<file path="config.mk">
export PLATFORM = sky130hd
export DESIGN_NAME = core_seq_ctrl
export DESIGN_NICKNAME = d
export VERILOG_FILES = /design/src/rtl/core_seq_pkg.sv /design/src/rtl/core_seq_inst_pack.sv /design/src/rtl/core_seq_ctrl.sv
export SDC_FILE = /design/constraint.sdc
export NUM_CORES = 1
export LEC_CHECK = 0
export CAP_MARGIN = 20
export CORE_MARGIN = 4
export CORE_UTILIZATION = 46
export DETAILED_ROUTE_END_ITERATION = 8
export PLACE_DENSITY = 0.78
export SYNTH_ARGS = -nofsm -noshare
export SYNTH_HDL_FRONTEND = slang
export SYNTH_SLANG_ARGS = --single-unit
</file>
<file path="constraint.sdc">
create_clock -name clk -period 1.6 [get_ports clk]
set_input_delay 0.24 -clock clk [delete_from_list [all_inputs] [get_ports clk]]
set_output_delay 0.24 -clock clk [all_outputs]
set_load 0.05 [all_outputs]
</file>
<file path="src/rtl/core_seq_pkg.sv">
// ---------------------------------------------------------------------------
// core_seq_pkg
// Shared definitions for the core sequencer: the controller state encoding,
// the bit layout of the 19-bit core instruction word and the mac_array
// operation codes.
//
// Instruction word layout (MSB to LSB):
//   [18] div        [17] acc        [16] ofifo_rd
//   [15:12] qkmem_add               [11:8] pmem_add
//   [7:6] mac op    [5] qmem_rd     [4] qmem_wr
//   [3] kmem_rd     [2] kmem_wr     [1] pmem_rd     [0] pmem_wr
// ---------------------------------------------------------------------------
package core_seq_pkg;

    // Controller states; the encoding is exported unchanged on the phase port.
    typedef enum logic [3:0] {
        IDLE  = 4'd0,
        LD_Q  = 4'd1,
        LD_K  = 4'd2,
        K2ARR = 4'd3,
        EXEC  = 4'd4,
        DRAIN = 4'd5,
        OF2P  = 4'd6,
        SFP   = 4'd7,
        DIV   = 4'd8,
        DONE  = 4'd9
    } state_e;

    // Width of each SRAM address field inside the instruction word.
    localparam int ADDR_W = 4;

    // Bit positions of the single-bit fields.
    localparam int INST_DIV_BIT      = 18;
    localparam int INST_ACC_BIT      = 17;
    localparam int INST_OFIFO_RD_BIT = 16;
    localparam int INST_QMEM_RD_BIT  = 5;
    localparam int INST_QMEM_WR_BIT  = 4;
    localparam int INST_KMEM_RD_BIT  = 3;
    localparam int INST_KMEM_WR_BIT  = 2;
    localparam int INST_PMEM_RD_BIT  = 1;
    localparam int INST_PMEM_WR_BIT  = 0;

    // LSB positions of the multi-bit fields.
    localparam int INST_QK_ADD_LSB   = 12;
    localparam int INST_P_ADD_LSB    = 8;
    localparam int INST_MAC_OP_LSB   = 6;

    // mac_array operation codes.
    localparam logic [1:0] MAC_OP_NOP   = 2'b00;
    localparam logic [1:0] MAC_OP_KLOAD = 2'b01;
    localparam logic [1:0] MAC_OP_EXEC  = 2'b10;

endpackage

</file>
<file path="src/rtl/core_seq_inst_pack.sv">
// ---------------------------------------------------------------------------
// core_seq_inst_pack
// Purely combinational packing of the individual instruction fields into the
// core instruction word. The parent registers the result.
//
// Ports:
//   div_i, acc_i, ofifoRd_i      SFP divide / accumulate, OFIFO read
//   qkmemAdd_i [3:0]             shared Q/K SRAM address
//   pmemAdd_i  [3:0]             PSUM SRAM address
//   macOp_i    [1:0]             mac_array operation
//   qmemRd_i, qmemWr_i           Q SRAM read / write strobes
//   kmemRd_i, kmemWr_i           K SRAM read / write strobes
//   pmemRd_i, pmemWr_i           PSUM SRAM read / write strobes
//   inst_o     [INST_W-1:0]      packed instruction word
// ---------------------------------------------------------------------------
module core_seq_inst_pack
    import core_seq_pkg::*;
#(
    parameter int INST_W = 19
) (
    input  logic              div_i,
    input  logic              acc_i,
    input  logic              ofifoRd_i,
    input  logic [3:0]        qkmemAdd_i,
    input  logic [3:0]        pmemAdd_i,
    input  logic [1:0]        macOp_i,
    input  logic              qmemRd_i,
    input  logic              qmemWr_i,
    input  logic              kmemRd_i,
    input  logic              kmemWr_i,
    input  logic              pmemRd_i,
    input  logic              pmemWr_i,
    output logic [INST_W-1:0] inst_o
);

    // Every field lands on its fixed bit position; unused bits stay zero.
    always_comb begin
        inst_o                                   = '0;
        inst_o[INST_DIV_BIT]                     = div_i;
        inst_o[INST_ACC_BIT]                     = acc_i;
        inst_o[INST_OFIFO_RD_BIT]                = ofifoRd_i;
        inst_o[INST_QK_ADD_LSB +: ADDR_W]        = qkmemAdd_i;
        inst_o[INST_P_ADD_LSB +: ADDR_W]         = pmemAdd_i;
        inst_o[INST_MAC_OP_LSB +: 2]             = macOp_i;
        inst_o[INST_QMEM_RD_BIT]                 = qmemRd_i;
        inst_o[INST_QMEM_WR_BIT]                 = qmemWr_i;
        inst_o[INST_KMEM_RD_BIT]                 = kmemRd_i;
        inst_o[INST_KMEM_WR_BIT]                 = kmemWr_i;
        inst_o[INST_PMEM_RD_BIT]                 = pmemRd_i;
        inst_o[INST_PMEM_WR_BIT]                 = pmemWr_i;
    end

endmodule

</file>
<file path="src/rtl/core_seq_ctrl.sv">
// ---------------------------------------------------------------------------
// core_seq_ctrl
// Sequencer that produces one core instruction word per clock and runs one
// complete attention tile per accepted start:
//   Q load -> K load -> kernel load into mac_array -> Q execute -> drain
//   -> OFIFO-to-PSUM move -> SFP accumulate -> SFP divide -> done.
// Q and K data arrive from the host on mem_in under an in_valid/in_ready
// handshake; the controller only generates the control word.
//
// Ports:
//   clk        clock
//   reset      synchronous, active-high reset (aborts a tile immediately)
//   start      begin a tile; only looked at in IDLE
//   n_rows     rows-1 of the tile, latched on the accepted start
//   in_valid   host data beat valid
//   in_ready   controller consumes mem_in this cycle (LD_Q / LD_K)
//   inst       registered core instruction word
//   busy       high from the cycle after the accepted start through DONE
//   done       one-cycle pulse while in DONE
//   phase      current state encoding
//   perf_cyc   (only with CORE_SEQ_CTRL_PERF_EN) tile cycle counter
//
// Build option:
//   CORE_SEQ_CTRL_PERF_EN  adds perf_cyc[15:0] and its saturating counter.
//
// The instruction word is registered, so inst shows the word generated by
// the state of the previous cycle.
// ---------------------------------------------------------------------------
module core_seq_ctrl
    import core_seq_pkg::*;
#(
    parameter int ROWS_W    = 4,
    parameter int DRAIN_CYC = 24,
    parameter int INST_W    = 19
) (
    input  logic              clk,
    input  logic              reset,
    input  logic              start,
    input  logic [ROWS_W-1:0] n_rows,
    input  logic              in_valid,
    output logic              in_ready,
    output logic [INST_W-1:0] inst,
    output logic              busy,
    output logic              done,
    output logic [3:0]        phase
`ifdef CORE_SEQ_CTRL_PERF_EN
    ,
    output logic [15:0]       perf_cyc
`endif
);

    localparam int DRAIN_W = (DRAIN_CYC > 1) ? $clog2(DRAIN_CYC) : 1;

    state_e              state_q, state_d;
    logic [ROWS_W-1:0]   rowCnt_q, rowCnt_d;
    logic [ROWS_W-1:0]   nRows_q, nRows_d;
    logic [DRAIN_W-1:0]  drainCnt_q, drainCnt_d;
    logic                sfpTail_q, sfpTail_d;
    logic [INST_W-1:0]   inst_q;
    logic [INST_W-1:0]   instNext;

    logic                lastRow;
    logic                inReady;
    logic                fDiv, fAcc, fOfifoRd;
    logic [ADDR_W-1:0]   fQkAdd, fPAdd;
    logic [1:0]          fMacOp;
    logic                fQmemRd, fQmemWr, fKmemRd, fKmemWr, fPmemRd, fPmemWr;

    // A phase finishes on the cycle that issues row n_rows.
    assign lastRow = (rowCnt_q == nRows_q);

    // Next-state and instruction-field decode. Each row phase steps rowCnt
    // from 0 up to n_rows and clears it on the way out, so the counter never
    // has to wrap. SFP needs one extra cycle for the trailing accumulate that
    // follows the last PSUM read; sfpTail marks that cycle instead of letting
    // rowCnt run to n_rows+1, which would overflow for a 16-row tile.
    always_comb begin
        state_d    = state_q;
        rowCnt_d   = rowCnt_q;
        nRows_d    = nRows_q;
        drainCnt_d = drainCnt_q;
        sfpTail_d  = sfpTail_q;
        inReady    = 1'b0;
        fDiv       = 1'b0;
        fAcc       = 1'b0;
        fOfifoRd   = 1'b0;
        fQkAdd     = '0;
        fPAdd      = '0;
        fMacOp     = MAC_OP_NOP;
        fQmemRd    = 1'b0;
        fQmemWr    = 1'b0;
        fKmemRd    = 1'b0;
        fKmemWr    = 1'b0;
        fPmemRd    = 1'b0;
        fPmemWr    = 1'b0;

        case (state_q)
            IDLE: begin
                if (start) begin
                    state_d   = LD_Q;
                    rowCnt_d  = '0;
                    nRows_d   = n_rows;
                    sfpTail_d = 1'b0;
                end
            end

            LD_Q: begin
                inReady = 1'b1;
                if (in_valid) begin
                    fQmemWr = 1'b1;
                    fQkAdd  = ADDR_W'(rowCnt_q);
                    if (lastRow) begin
                        rowCnt_d = '0;
                        state_d  = LD_K;
                    end else begin
                        rowCnt_d = rowCnt_q + ROWS_W'(1);
                    end
                end
            end

            LD_K: begin
                inReady = 1'b1;
                if (in_valid) begin
                    fKmemWr = 1'b1;
                    fQkAdd  = ADDR_W'(rowCnt_q);
                    if (lastRow) begin
                        rowCnt_d = '0;
                        state_d  = K2ARR;
                    end else begin
                        rowCnt_d = rowCnt_q + ROWS_W'(1);
                    end
                end
            end

            K2ARR: begin
                fKmemRd = 1'b1;
                fMacOp  = MAC_OP_KLOAD;
                fQkAdd  = ADDR_W'(rowCnt_q);
                if (lastRow) begin
                    rowCnt_d = '0;
                    state_d  = EXEC;
                end else begin
                    rowCnt_d = rowCnt_q + ROWS_W'(1);
                end
            end

            EXEC: begin
                fQmemRd = 1'b1;
                fMacOp  = MAC_OP_EXEC;
                fQkAdd  = ADDR_W'(rowCnt_q);
                if (lastRow) begin
                    rowCnt_d   = '0;
                    drainCnt_d = DRAIN_W'(DRAIN_CYC - 1);
                    state_d    = DRAIN;
                end else begin
                    rowCnt_d = rowCnt_q + ROWS_W'(1);
                end
            end

            DRAIN: begin
                if (drainCnt_q == '0) begin
                    state_d = OF2P;
                end else begin
                    drainCnt_d = drainCnt_q - DRAIN_W'(1);
                end
            end

            OF2P: begin
                fOfifoRd = 1'b1;
                fPmemWr  = 1'b1;
                fPAdd    = ADDR_W'(rowCnt_q);
                if (lastRow) begin
                    rowCnt_d = '0;
                    state_d  = SFP;
                end else begin
                    rowCnt_d = rowCnt_q + ROWS_W'(1);
                end
            end

            SFP: begin
                if (!sfpTail_q) begin
                    fPmemRd = 1'b1;
                    fPAdd   = ADDR_W'(rowCnt_q);
                    fAcc    = (rowCnt_q != '0);
                    if (lastRow) begin
                        rowCnt_d  = '0;
                        sfpTail_d = 1'b1;
                    end else begin
                        rowCnt_d = rowCnt_q + ROWS_W'(1);
                    end
                end else begin
                    fAcc      = 1'b1;
                    sfpTail_d = 1'b0;
                    state_d   = DIV;
                end
            end

            DIV: begin
                fDiv = 1'b1;
                if (lastRow) begin
                    rowCnt_d = '0;
                    state_d  = DONE;
                end else begin
                    rowCnt_d = rowCnt_q + ROWS_W'(1);
                end
            end

            DONE: begin
                state_d = IDLE;
            end

            default: begin
                state_d = IDLE;
            end
        endcase
    end

    core_seq_inst_pack #(
        .INST_W     (INST_W)
    ) u_inst_pack (
        .div_i      (fDiv),
        .acc_i      (fAcc),
        .ofifoRd_i  (fOfifoRd),
        .qkmemAdd_i (fQkAdd),
        .pmemAdd_i  (fPAdd),
        .macOp_i    (fMacOp),
        .qmemRd_i   (fQmemRd),
        .qmemWr_i   (fQmemWr),
        .kmemRd_i   (fKmemRd),
        .kmemWr_i   (fKmemWr),
        .pmemRd_i   (fPmemRd),
        .pmemWr_i   (fPmemWr),
        .inst_o     (instNext)
    );

    // State, counters and the registered instruction word. Reset clears
    // everything in one cycle, abandoning any tile in flight.
    always_ff @(posedge clk) begin
        if (reset) begin
            state_q    <= IDLE;
            rowCnt_q   <= '0;
            nRows_q    <= '0;
            drainCnt_q <= '0;
            sfpTail_q  <= 1'b0;
            inst_q     <= '0;
        end else begin
            state_q    <= state_d;
            rowCnt_q   <= rowCnt_d;
            nRows_q    <= nRows_d;
            drainCnt_q <= drainCnt_d;
            sfpTail_q  <= sfpTail_d;
            inst_q     <= instNext;
        end
    end

`ifdef CORE_SEQ_CTRL_PERF_EN
    logic [15:0] perfCnt_q;

    // Tile cycle counter: cleared by the accepted start, counts the busy
    // cycles leading up to DONE and then holds until the next start. The
    // DONE cycle itself is not counted, so the held value equals the number
    // of cycles from LD_Q entry to the done pulse.
    always_ff @(posedge clk) begin
        if (reset) begin
            perfCnt_q <= '0;
        end else if ((state_q == IDLE) && start) begin
            perfCnt_q <= '0;
        end else if ((state_q != IDLE) && (state_q != DONE) &&
                     (perfCnt_q != 16'hFFFF)) begin
            perfCnt_q <= perfCnt_q + 16'd1;
        end
    end

    assign perf_cyc = perfCnt_q;
`endif

    assign in_ready = inReady;
    assign inst     = inst_q;
    assign busy     = (state_q != IDLE);
    assign done     = (state_q == DONE);
    assign phase    = state_q;

endmodule

</file>
======== After elaboration in Yosys (flattened, before gate mapping) ========
Cells that the tools add are included.
cells by class
  add/sub/neg operators ................... 2
  equality and inequality tests ........... 24
  muxes and demuxes ....................... 37
  bitwise operators ....................... 3
  reductions and logical operators ........ 18
operators with widths
  operator                                          count
  two-way mux 4 bit                                 17
  one-hot mux 4 bit (9 select lines)                1
  != test 2 bit, second input constant              13
  == test 4 x 3 -> 1 bit, second input constant     4
  one-hot mux 4 bit (2 select lines)                2
  one-hot mux 4 bit (4 select lines)                1
  nonzero test 4 bit                                3
  two-way mux 1 bit                                 11
  AND reduction 11 bit                              1
  two-way mux 5 bit                                 2
  one-hot mux 5 bit (2 select lines)                1
  OR reduction 2 bit                                5
  == test 4 x 2 -> 1 bit, second input constant     2
  == test 4 bit, second input constant              2
  zero test 5 bit                                   1
  subtractor 5 x 1 -> 5 bit, second input constant  1
  adder 4 x 1 -> 4 bit, second input constant       1
  == test 4 x 1 -> 1 bit, second input constant     1
  == test 4 bit                                     1
  zero test 4 bit                                   1
  one-hot mux 2 bit (2 select lines)                1
  AND reduction 2 bit                               2
  AND reduction 4 bit                               1
  nonzero test 2 bit                                2
  5 further kinds                                   7
word-level totals
  register bits after elaboration ......... 37
  bits of input ports ..................... 8
  output and inout port bits .............. 26
  logic and storage cells ................. 93

======== Longest topological paths before layout ========
Gate-level depths: netlist of run 1.
  word-level depth ........................ 4
  gate-level depth with buffers ........... 7
  depth with buffers taken out ............ 7

======== By module ========
From an unflattened synthesis of run 1, not the netlist that was laid out.
unflattened totals
  cell total of the unflattened synthesis .. 214
  area, all modules ....................... 1925.6 um^2
by module, submodules not included
  module              times used  cells each  area each (um^2)  sequential area each (um^2)
  core_seq_ctrl       1           195         1783.0            740.7
  core_seq_inst_pack  1           19          142.6             0.0

======== Worst setup path before layout of run 1 ========
Ideal clock, no wire load.
  kind .................................... register -> output
  from .................................... register state_q[1], in the netlist phase[1]
  to ...................................... output in_ready
  data arrival time ....................... 2310 ps
  required time ........................... 1360 ps
  slack ................................... -950 ps
  cell stages (with the launch flop) ...... 5
  buffers on the path ..................... 2
  cell sequence ........................... dfxtp_1 -> buf_6 -> buf_2 -> nand2b_1 -> a21boi_0
on the way
  word-level cells in the longest chain between the ends .. 3
  elaborated cells between the ends (all ways) .. 4
  those cells by class .................... 2 x eq/ne; 1 x mux; 1 x reduce/logical
ends and longest elaborated chain
  element                                                                  RTL line              RTL
  start, declared                                                          core_seq_ctrl.sv:54   state_e state_q, state_d;
  start signal, assigned                                                   core_seq_ctrl.sv:247  state_q <= state_d;
  == test 4 x 2 -> 1 bit / == test 4 x 1 -> 1 bit (equally long branches)  core_seq_ctrl.sv:97   case (state_q)
  OR reduction 2 bit (no line) *                                           n/a
  two-way mux 1 bit *                                                      core_seq_ctrl.sv:97
  end, declared                                                            core_seq_ctrl.sv:41   output logic in_ready,
Every way passes the cells marked *; elsewhere a longest branch is shown, timed or not.

======== Worst setup path after layout of run 1 ========
  from .................................... register state_q[1], in the netlist phase[1]
  to ...................................... register state_q[2], in the netlist phase[2]
on the way
  word-level cells in the longest chain between the ends .. 3
  elaborated cells between the ends (all ways) .. 22
  those cells by class .................... 19 x eq/ne; 1 x mux; 2 x reduce/logical
ends and longest elaborated chain
  element                                         RTL line
  == test 4 x 3 -> 1 bit (tied with other cells)  core_seq_ctrl.sv:97
  != test 2 bit (no line)                         n/a
  AND reduction 11 bit (no line)                  n/a
Parallel ways exist; a longest one is shown, timed or not.
A chain may end at the register's enable or synchronous reset.

==> impl_metrics.env, run 1 <==
export IMPL_cts_max_level=2
export IMPL_ys_seq_elements=35
export IMPL_grt_busiest_layer="met2"
export IMPL_crit_family="compound AO/OA/AOI/OAI gates"
export IMPL_grtUsageMet2=0.441
export IMPL_grt_usage=0.243
export IMPL_drv_cap=0
export IMPL_fin_crit_sh=1.13
export IMPL_die_area_um2=4730
export IMPL_dpl_cell_area_um2=2380
export IMPL_gp_congestion=0.947
export IMPL_syn_area_um2=1700
export IMPL_fin_nets=267
export IMPL_status="complete, but fails checks"
export IMPL_synth_area_top_cells="dfxtp_1, mux2i_1, nor2_1"
export IMPL_syn_inst=179
export IMPL_die_h_um=68.8
export IMPL_setup_ws_ns=-0.214
export IMPL_crit_cells=5
export IMPL_p_sw_frac=0.414
export IMPL_die_x_um=68.8
export IMPL_r2r_start="phase[1]$_SDFFE_PP0P_"
export IMPL_ys_types=51
export IMPL_drive_gt1_frac=0.494
export IMPL_seq_area_frac_synth=0.412
export IMPL_ant_nets=0
export IMPL_path_cells="or4b_4 > o211a_1 > o211ai_4 > nand2_1 > a31oi_1"
export IMPL_synthesis_nets=190
export IMPL_crit_type="reg2reg"
export IMPL_slowest_stage="or4b_4"
export IMPL_use_met3=0.0551
export IMPL_worst_slew_pin_slew_ns=0.402
export IMPL_rsz0062_at_grt="yes"
export IMPL_worstHoldPathType="reg2reg"
export IMPL_internal_power_mw=2.73
export IMPL_path_buf_inv=0
export IMPL_antenna_found_initial=0
export IMPL_cts_buffers=5
export IMPL_first_global_vias=1762
export IMPL_portBuffers=33
export IMPL_clkLatencyLatePin_ns=0.30
export IMPL_fmax_mhz=551
export IMPL_pwr_share_seq=0.223
export IMPL_holdWs_ns=0.527
export IMPL_yosys_area_top_type="dfxtp_1"
export IMPL_place_hpwl_um=3310
export IMPL_core_area_um2=3440
export IMPL_peakVddDrop_v=0.000880
export IMPL_cp_start_kind="flip-flop"
export IMPL_async_flop_share=0
export IMPL_hp_start="drainCnt_q[4]$_SDFFE_PP0P_"
export IMPL_p_leak_nw=1.18
export IMPL_viasPerCell=6.04
export IMPL_power_density_nw_per_um2=1680
export IMPL_clock_tree_root_cell="clkbuf_8"
export IMPL_area_delta_synth_final_pct=63.4
export IMPL_drv_slew=0
export IMPL_antennaDiodeCount=0
export IMPL_synth_avg_cell_area_um2=9.49
export IMPL_worstPathArrival_ns=2.00
export IMPL_num_vias=1831
export IMPL_r2r_cells=5
export IMPL_setup_worst_path_start="phase[1]$_SDFFE_PP0P_"
export IMPL_wl_per_cell_um=21.2
export IMPL_grt_max_degree=21
export IMPL_yosysTopAreaCellShare=0.412
export IMPL_clock_sinks=35
export IMPL_ys_flop_type="dfxtp_1"
export IMPL_drt_iter0_drc=177
export IMPL_drt_total_wl_um=6410
export IMPL_hold_path_depth=1
export IMPL_postCtsHoldBufs=0
export IMPL_finish_utilization=0.807
export IMPL_ios=34
export IMPL_initial_core_util=0.494
export IMPL_period_needed_ns=1.81
export IMPL_violations="negative setup slack"
export IMPL_slew_limit_headroom=0.729
export IMPL_synth_edf_count=0
export IMPL_drc=0
export IMPL_cts_tree="built"
export IMPL_dr_pass1_iters=4
export IMPL_setup_violations=17
export IMPL_overflow=0
export IMPL_p_comb_frac=0.615
export IMPL_final_area_um2=2780
export IMPL_yosys_warnings=0
export IMPL_fp_row_count=21
export IMPL_fin_skew_ns=0.0146
export IMPL_clockBufferDepth=2
export IMPL_grt_pass1_wl_um=8380
export IMPL_endpoint_kind="flip-flop"
export IMPL_max_stage_delay_ns=0.55
export IMPL_cts_clk_slew_worst_paths_ns=0.09
export IMPL_p_sw_mw=1.93
export IMPL_hold_violations=0
export IMPL_power_frac_clock=0.161
export IMPL_global_route_usage_met1=0.256
export IMPL_worst_ep_required_time_ns=1.78
export IMPL_cp_max_fo=5
## cells in the mapped netlist, types with 2 or more instances
library cell / number
nand3_1: 5
dfxtp_1: 35
or4b_4: 2
nor3_1: 10
a21oi_1: 10
nand2b_1: 5
buf_6: 2
buf_4: 3
o2111ai_1: 2
mux2i_1: 6
o21a_1: 5
nor4_1: 6
and2_1: 5
clkbuf_1: 2
o211a_1: 2
nor2_1: 16
nor2b_1: 2
ha_1: 3
nand3b_1: 2
and3_1: 2
nand2_1: 11
buf_2: 6
xor2_1: 4
inv_1: 5
a32o_1: 2
## cells in the final DEF, fill, tap and decap left out, types with 3 or more instances in the layout
cell,instances
inv_1,3
o21a_1,5
nand2_1,10
xor2_1,4
nor2_4,3
clkbuf_8,5
and2_1,5
clkdlybuf4s50_1,7
nor4_1,3
nor2_1,13
buf_4,54
a21oi_1,7
buf_12,8
nor3_1,9
nor4_2,3
nand3_1,4
dfxtp_1,29
dfxtp_4,4
mux2i_1,5
buf_6,12
## registers in the layout, indices dropped and copies added (netlist names)
signal / flops
inst: 17
sfpTail_q: 1
drainCnt_q: 5
phase: 4
rowCnt_q: 4
nRows_q: 4
## layer usage
metal	up-vias	routed length (um)
met1	871	2320
met5	-	0
met3	42	494
li1	801	-
met4	0	389
met2	117	3210
## cells by family (layout without fill, tap and decap cells)
kind of cell	after synthesis	count (layout)	share of synthesized area
adder cells (fa/ha/maj)	3	3	0.0221
multiplexers	7	7	0.0434
XOR/XNOR	4	4	0.0206
flip-flops	35	35	0.412
AO/OA/AOI/OAI	33	33	0.163
buffers and inverters	18	96	0.0596
AND/OR/NAND/NOR	79	79	0.279
## final timing paths
kind | to | slack (ns)
worst min-delay path | drainCnt_q[4]$_SDFFE_PP0P_ | 0.53
worst min register to register | drainCnt_q[4]$_SDFFE_PP0P_ | 0.53
worst max register to register | phase[2]$_SDFFE_PP0P_ | -0.21
worst max-delay path | phase[2]$_SDFFE_PP0P_ | -0.21
## timing repair
action,in CTS,in global routing
pin swaps,11,13
setup endpoints to repair,13,18
buffers inserted,7,7
gates resized for setup,18,23
## stage by stage
stage	power (mW)	setup TNS (ns)	std cells	setup slack, ns
floorplan	2.32	-0.534	179	-0.148
global placement	3.09	-0.646	281	-0.140
detailed placement	3.15	-1.29	281	-0.178
CTS	4.14	-0.895	296	-0.173
global route	4.83	-3.01	303	-0.273
finish	4.65	-2.01	303	-0.214
## cell type report
| cell class | instances | area [um^2] |
|---|---|---|
| clock buffer | 6 | 93.8 |
| multi-input combinational | 126 | 1070 |
| clock inverter | 2 | 13.8 |
| timing repair buffer | 83 | 801 |
| sequential | 35 | 718 |
| inverter | 5 | 18.8 |
| fill | 177 | 666 |
| tap | 46 | 57.6 |
## worst reg2reg max path, stage by stage, from the launching register on
cell	delay, ns
dfxtp_4	0.37
or4b_4	0.55
o211a_1	0.17
o211ai_4	0.26
nand2_1	0.09
a31oi_1	0.25
## power groups by stage
stage / clock network (mW) / logic [mW] / registers [mW]
floorplan: 0 / 1.15 / 1.18
global placement: 0 / 2.06 / 1.03
detailed placement: 0 / 2.11 / 1.04
CTS: 0.744 / 2.38 / 1.02
global route: 0.795 / 2.99 / 1.04
finish: 0.751 / 2.86 / 1.04
(Power assumes the default switching activity.)
==> inputs of run 2 (changes only) <==
--- a/config.mk
+++ b/config.mk
@@ -10,6 +10,7 @@
 export CORE_UTILIZATION = 46
 export DETAILED_ROUTE_END_ITERATION = 8
 export PLACE_DENSITY = 0.78
+export SKIP_CTS_REPAIR_TIMING = 1
 export SYNTH_ARGS = -nofsm -noshare
 export SYNTH_HDL_FRONTEND = slang
 export SYNTH_SLANG_ARGS = --single-unit
==> impl_metrics.env, run 2 (synthesis results as in run 1) <==
export IMPL_crit_family="compound AO/OA/AOI/OAI gates"
export IMPL_drt_iter0_drc=134
export IMPL_nFillCells=202
export IMPL_numPlacedInstances=281
export IMPL_cts_buffers=5
export IMPL_worst_ep_required_time_ns=1.78
export IMPL_clock_sinks=35
export IMPL_final_cells=298
export IMPL_overflow=0
export IMPL_drt_total_wl_um=5470
export IMPL_cp_start_kind="flip-flop"
export IMPL_crit_path_end="phase[1]$_SDFFE_PP0P_"
export IMPL_path_cells="inv_2 > ha_4 > or4b_4 > o2111ai_4 > o211ai_4 > o211ai_2 > o41ai_2"
export IMPL_setup_violations=16
export IMPL_ant_nets=0
export IMPL_fin_skew_ns=0.00219
export IMPL_clkLatencyLatePin_ns=0.29
export IMPL_crit_type="reg2reg"
export IMPL_die_h_um=68.8
export IMPL_setup_ws_ns=-0.185
export IMPL_worstPathArrival_ns=1.96
export IMPL_grt_max_degree=21
export IMPL_initial_core_util=0.494
export IMPL_fp_row_count=21
export IMPL_grt_usage=0.206
export IMPL_die_x_um=68.8
export IMPL_place_hpwl_um=3310
export IMPL_num_vias=1732
export IMPL_worst_slew_pin_slew_ns=0.352
export IMPL_cts_tree="built"
export IMPL_worstHoldPathType="reg2reg"
export IMPL_worst_r2r_endpoint="phase[1]$_SDFFE_PP0P_"
export IMPL_core_area_um2=3440
export IMPL_largest_reg_flops=17
export IMPL_cts_max_level=2
export IMPL_ios=34
export IMPL_period_needed_ns=1.79
export IMPL_violations="negative setup slack"
export IMPL_r2r_setup_slack_ns=-0.19
export IMPL_power_density_nw_per_um2=1630
export IMPL_status="complete, but fails checks"
export IMPL_hold_violations=0
export IMPL_setup_worst_path_start="drainCnt_q[0]$_SDFFE_PP0P_"
export IMPL_antennaDiodeCount=0
export IMPL_cts_clk_slew_worst_paths_ns=0.07
export IMPL_path_buf_inv=1
export IMPL_layout_commonest_cell="buf_4"
export IMPL_fin_crit_sh=1.12
export IMPL_antenna_found_initial=0
export IMPL_dpl_cell_area_um2=2380
export IMPL_portBuffers=33
export IMPL_slew_limit_headroom=0.765
export IMPL_viasPerCell=5.81
export IMPL_wl_per_cell_um=18.3
export IMPL_slowest_stage="or4b_4"
export IMPL_p_leak_nw=1.13
export IMPL_drc=0
export IMPL_cp_max_fo=5
export IMPL_dr_pass1_iters=4
export IMPL_finish_utilization=0.770
export IMPL_peakVddDrop_v=0.000831
export IMPL_crit_cells=7
export IMPL_clockBufferDepth=2
export IMPL_final_cell_mix="buf_4, dfxtp_1, nor2_1"
export IMPL_rsz0062_at_grt="yes"
export IMPL_fmax_mhz=560
export IMPL_drv_slew=0
export IMPL_endpoint_kind="flip-flop"
export IMPL_clock_tree_root_cell="clkbuf_8"
export IMPL_tns_ns=-1.56
export IMPL_drv_cap=0
export IMPL_max_stage_delay_ns=0.49
export IMPL_die_area_um2=4730
export IMPL_drive_gt1_frac=0.460
export IMPL_r2r_cells=7
export IMPL_final_area_um2=2650
export IMPL_gp_congestion=0.947
export IMPL_first_global_vias=1612
export IMPL_area_delta_synth_final_pct=56.0
export IMPL_grt_pass1_wl_um=7180
export IMPL_r2r_start="drainCnt_q[0]$_SDFFE_PP0P_"
export IMPL_fin_nets=262
export IMPL_holdWs_ns=0.522
==> run 2: through the flow <==
stage               power (mW)  worst slack [ns]
floorplan                 2.32            -0.148
global placement          3.09            -0.140
detailed placement        3.15            -0.178
CTS                       3.89            -0.217
global route              4.49            -0.233
finish                    4.33            -0.185
==> run 2: cell type report <==
class / instances / area, um^2 / area share
Multi-Input combinational cell: 126 / 1030 / 0.387
Timing Repair Buffer: 78 / 722 / 0.272
Sequential cell: 35 / 718 / 0.271
Clock buffer: 6 / 93.8 / 0.0354
Tap cell: 46 / 57.6 / 0.0217
Inverter: 5 / 18.8 / 0.00708
Clock inverter: 2 / 13.8 / 0.00519
==> run 2: routing by layer <==
| metal | vias up | routed length [um] | GRT usage |
|---|---|---|---|
| li1 | 787 | - | - |
| met1 | 838 | 2120 | 0.224 |
| met2 | 80 | 2750 | 0.367 |
| met3 | 27 | 360 | 0.0421 |
| met4 | 0 | 236 | 0.117 |
| met5 | - | 0 | 0 |
==> run 2: worst min-delay path by stage <==
stage	start	to	slack, ns	cells after the start
after global routing	n_rows[3]	nRows_q[3]$_SDFFE_PP0P_	0.55	3
after CTS	nRows_q[3]$_SDFFE_PP0P_	nRows_q[3]$_SDFFE_PP0P_	0.53	2
after global placement	nRows_q[3]$_SDFFE_PP0P_	nRows_q[3]$_SDFFE_PP0P_	0.50	2
after detailed placement	nRows_q[3]$_SDFFE_PP0P_	nRows_q[3]$_SDFFE_PP0P_	0.51	2
final	nRows_q[3]$_SDFFE_PP0P_	nRows_q[3]$_SDFFE_PP0P_	0.52	2
after floorplan	n_rows[0]	nRows_q[0]$_SDFFE_PP0P_	0.38	2
==> run 2: power by group <==
group / internal, mW / total (mW) / switching [mW]
Clock: 0.401 / 0.740 / 0.339
Sequential: 0.965 / 1.03 / 0.0621
Combinational: 1.18 / 2.56 / 1.38
==> run 2: tightest hold or removal path, delay by kind of cell, from the launching register on <==
kind	cells	cell delay, ns
flip-flops	1	0.35
multiplexers	1	0.07
AND/OR/NAND/NOR	1	0.07
==> inputs of run 3 (changes only) <==
--- a/config.mk
+++ b/config.mk
@@ -11,6 +11,7 @@
 export DETAILED_ROUTE_END_ITERATION = 8
 export PLACE_DENSITY = 0.78
 export SKIP_CTS_REPAIR_TIMING = 1
+export SLEW_MARGIN = 20
 export SYNTH_ARGS = -nofsm -noshare
 export SYNTH_HDL_FRONTEND = slang
 export SYNTH_SLANG_ARGS = --single-unit
==> constraint.sdc (replaced) <==
create_clock -name clk -period 1.6 [get_ports clk]
set_input_delay 0.32 -clock clk [delete_from_list [all_inputs] [get_ports clk]]
set_output_delay 0.32 -clock clk [all_outputs]
set_load 0.05 [all_outputs]
==> impl_metrics.env, run 3 (synthesis results as in run 1) <==
export IMPL_cts_buffers=5
export IMPL_final_cell_mix="buf_4, dfxtp_1, nor2_1"
export IMPL_num_vias=1651
export IMPL_setup_violations=15
export IMPL_portBuffers=33
export IMPL_ant_nets=0
export IMPL_drt_iter0_drc=145
export IMPL_wl_per_cell_um=16.3
export IMPL_status="complete, but fails checks"
export IMPL_drive_gt1_frac=0.484
export IMPL_grt_pass1_wl_um=7560
export IMPL_fp_row_count=21
export IMPL_drv_cap=0
export IMPL_die_area_um2=4730
export IMPL_worstHoldPathType="reg2reg"
export IMPL_dp_slack_ns=-0.317
export IMPL_antennaDiodeCount=0
export IMPL_clockBufferDepth=2
export IMPL_p_leak_nw=1.18
export IMPL_hold_violations=0
export IMPL_fin_crit_sh=1.12
export IMPL_fmax_mhz=559
export IMPL_ios=34
export IMPL_layout_commonest_cell="buf_4"
export IMPL_clock_tree_root_cell="clkbuf_8"
export IMPL_power_mw=4.28
export IMPL_initial_core_util=0.494
export IMPL_die_x_um=68.8
export IMPL_cp_max_fo=5
export IMPL_cts_tree="built"
export IMPL_viasPerCell=5.50
export IMPL_worst_slew_pin_slew_ns=0.400
export IMPL_cp_start_kind="flip-flop"
export IMPL_cts_max_level=2
export IMPL_antenna_found_initial=0
export IMPL_die_h_um=68.8
export IMPL_fin_nets=264
export IMPL_place_hpwl_um=3460
export IMPL_gp_congestion=0.854
export IMPL_overflow=0
export IMPL_rsz0062_at_grt="yes"
export IMPL_crit_type="reg2reg"
export IMPL_slew_limit_headroom=0.731
export IMPL_power_density_nw_per_um2=1570
export IMPL_grt_max_degree=17
export IMPL_worstPathArrival_ns=1.96
export IMPL_largest_reg_flops=17
export IMPL_clkLatencyLatePin_ns=0.29
export IMPL_area_delta_synth_final_pct=60.4
export IMPL_setup_ws_ns=-0.187
export IMPL_drt_total_wl_um=4900
export IMPL_cts_clk_slew_worst_paths_ns=0.07
export IMPL_first_global_vias=1552
export IMPL_endpoint_kind="flip-flop"
export IMPL_peakVddDrop_v=0.000847
export IMPL_grt_usage=0.219
export IMPL_period_needed_ns=1.79
export IMPL_drv_slew=0
export IMPL_worst_ep_required_time_ns=1.77
export IMPL_dr_pass1_iters=4
export IMPL_holdWs_ns=0.522
export IMPL_drc=0
export IMPL_core_area_um2=3440
export IMPL_violations="negative setup slack"
export IMPL_fin_skew_ns=0.00571
export IMPL_clock_sinks=35
-- run 3: cell count changes in the layout (fill, tap and decap cells not counted), moves of 2 or more --
cell     before  now
a21oi_1       8    6
buf_6         5    0
buf_8         0    4
a21oi_2       2    4
-- run 3: final timing paths --
path	to	cells past startpoint	from	slack (ns)
max	phase[1]$_SDFFE_PP0P_	7	drainCnt_q[1]$_SDFFE_PP0P_	-0.19
min	drainCnt_q[4]$_SDFFE_PP0P_	1	drainCnt_q[4]$_SDFFE_PP0P_	0.52
max reg2reg	phase[1]$_SDFFE_PP0P_	7	drainCnt_q[1]$_SDFFE_PP0P_	-0.19
min reg2reg	drainCnt_q[4]$_SDFFE_PP0P_	1	drainCnt_q[4]$_SDFFE_PP0P_	0.52
-- run 3: metrics by stage --
step	area, um^2	std cells	util	setup TNS (ns)
4_1_cts	2510	290	0.729	-2.39
6_report	2730	300	0.792	-1.65
2_1_floorplan	1790	179	-	-0.564
3_3_place_gp	2400	282	0.696	-2.11
5_1_grt	2730	300	0.792	-2.56
3_5_place_dp	2400	282	0.696	-3.34
-- run 3: critical path: stages, from the launching register on --
cell and delay, ns:
dfxtp_2 0.33, inv_2 0.06, ha_4 0.13, or4b_4 0.48, o2111ai_4 0.24, o211ai_4 0.14
o211ai_2 0.19, o41ai_2 0.09
-- run 3: cell type report --
cell class	instances	area, um^2
sequential	35	719
tap	46	57.6
timing repair buffer	80	778
fill	209	717
clock inverter	3	43.8
inverter	5	18.8
multi-input combinational	126	1040
clock buffer	5	68.8
-- run 3: layer usage --
layer  GRT usage  up-vias  wire length, um
li1            -      794                -
met1       0.272      775             1980
met2       0.365       73             2450
met3      0.0470        9              396
met4      0.0900        0               68
met5           0        -                0
-- run 3: power breakdown --
part           switching, mW  internal (mW)  leakage, nW
clock network          0.328          0.463       0.0581
registers             0.0842          0.968        0.288
logic                   1.27           1.16        0.834
total                   1.69           2.59         1.18
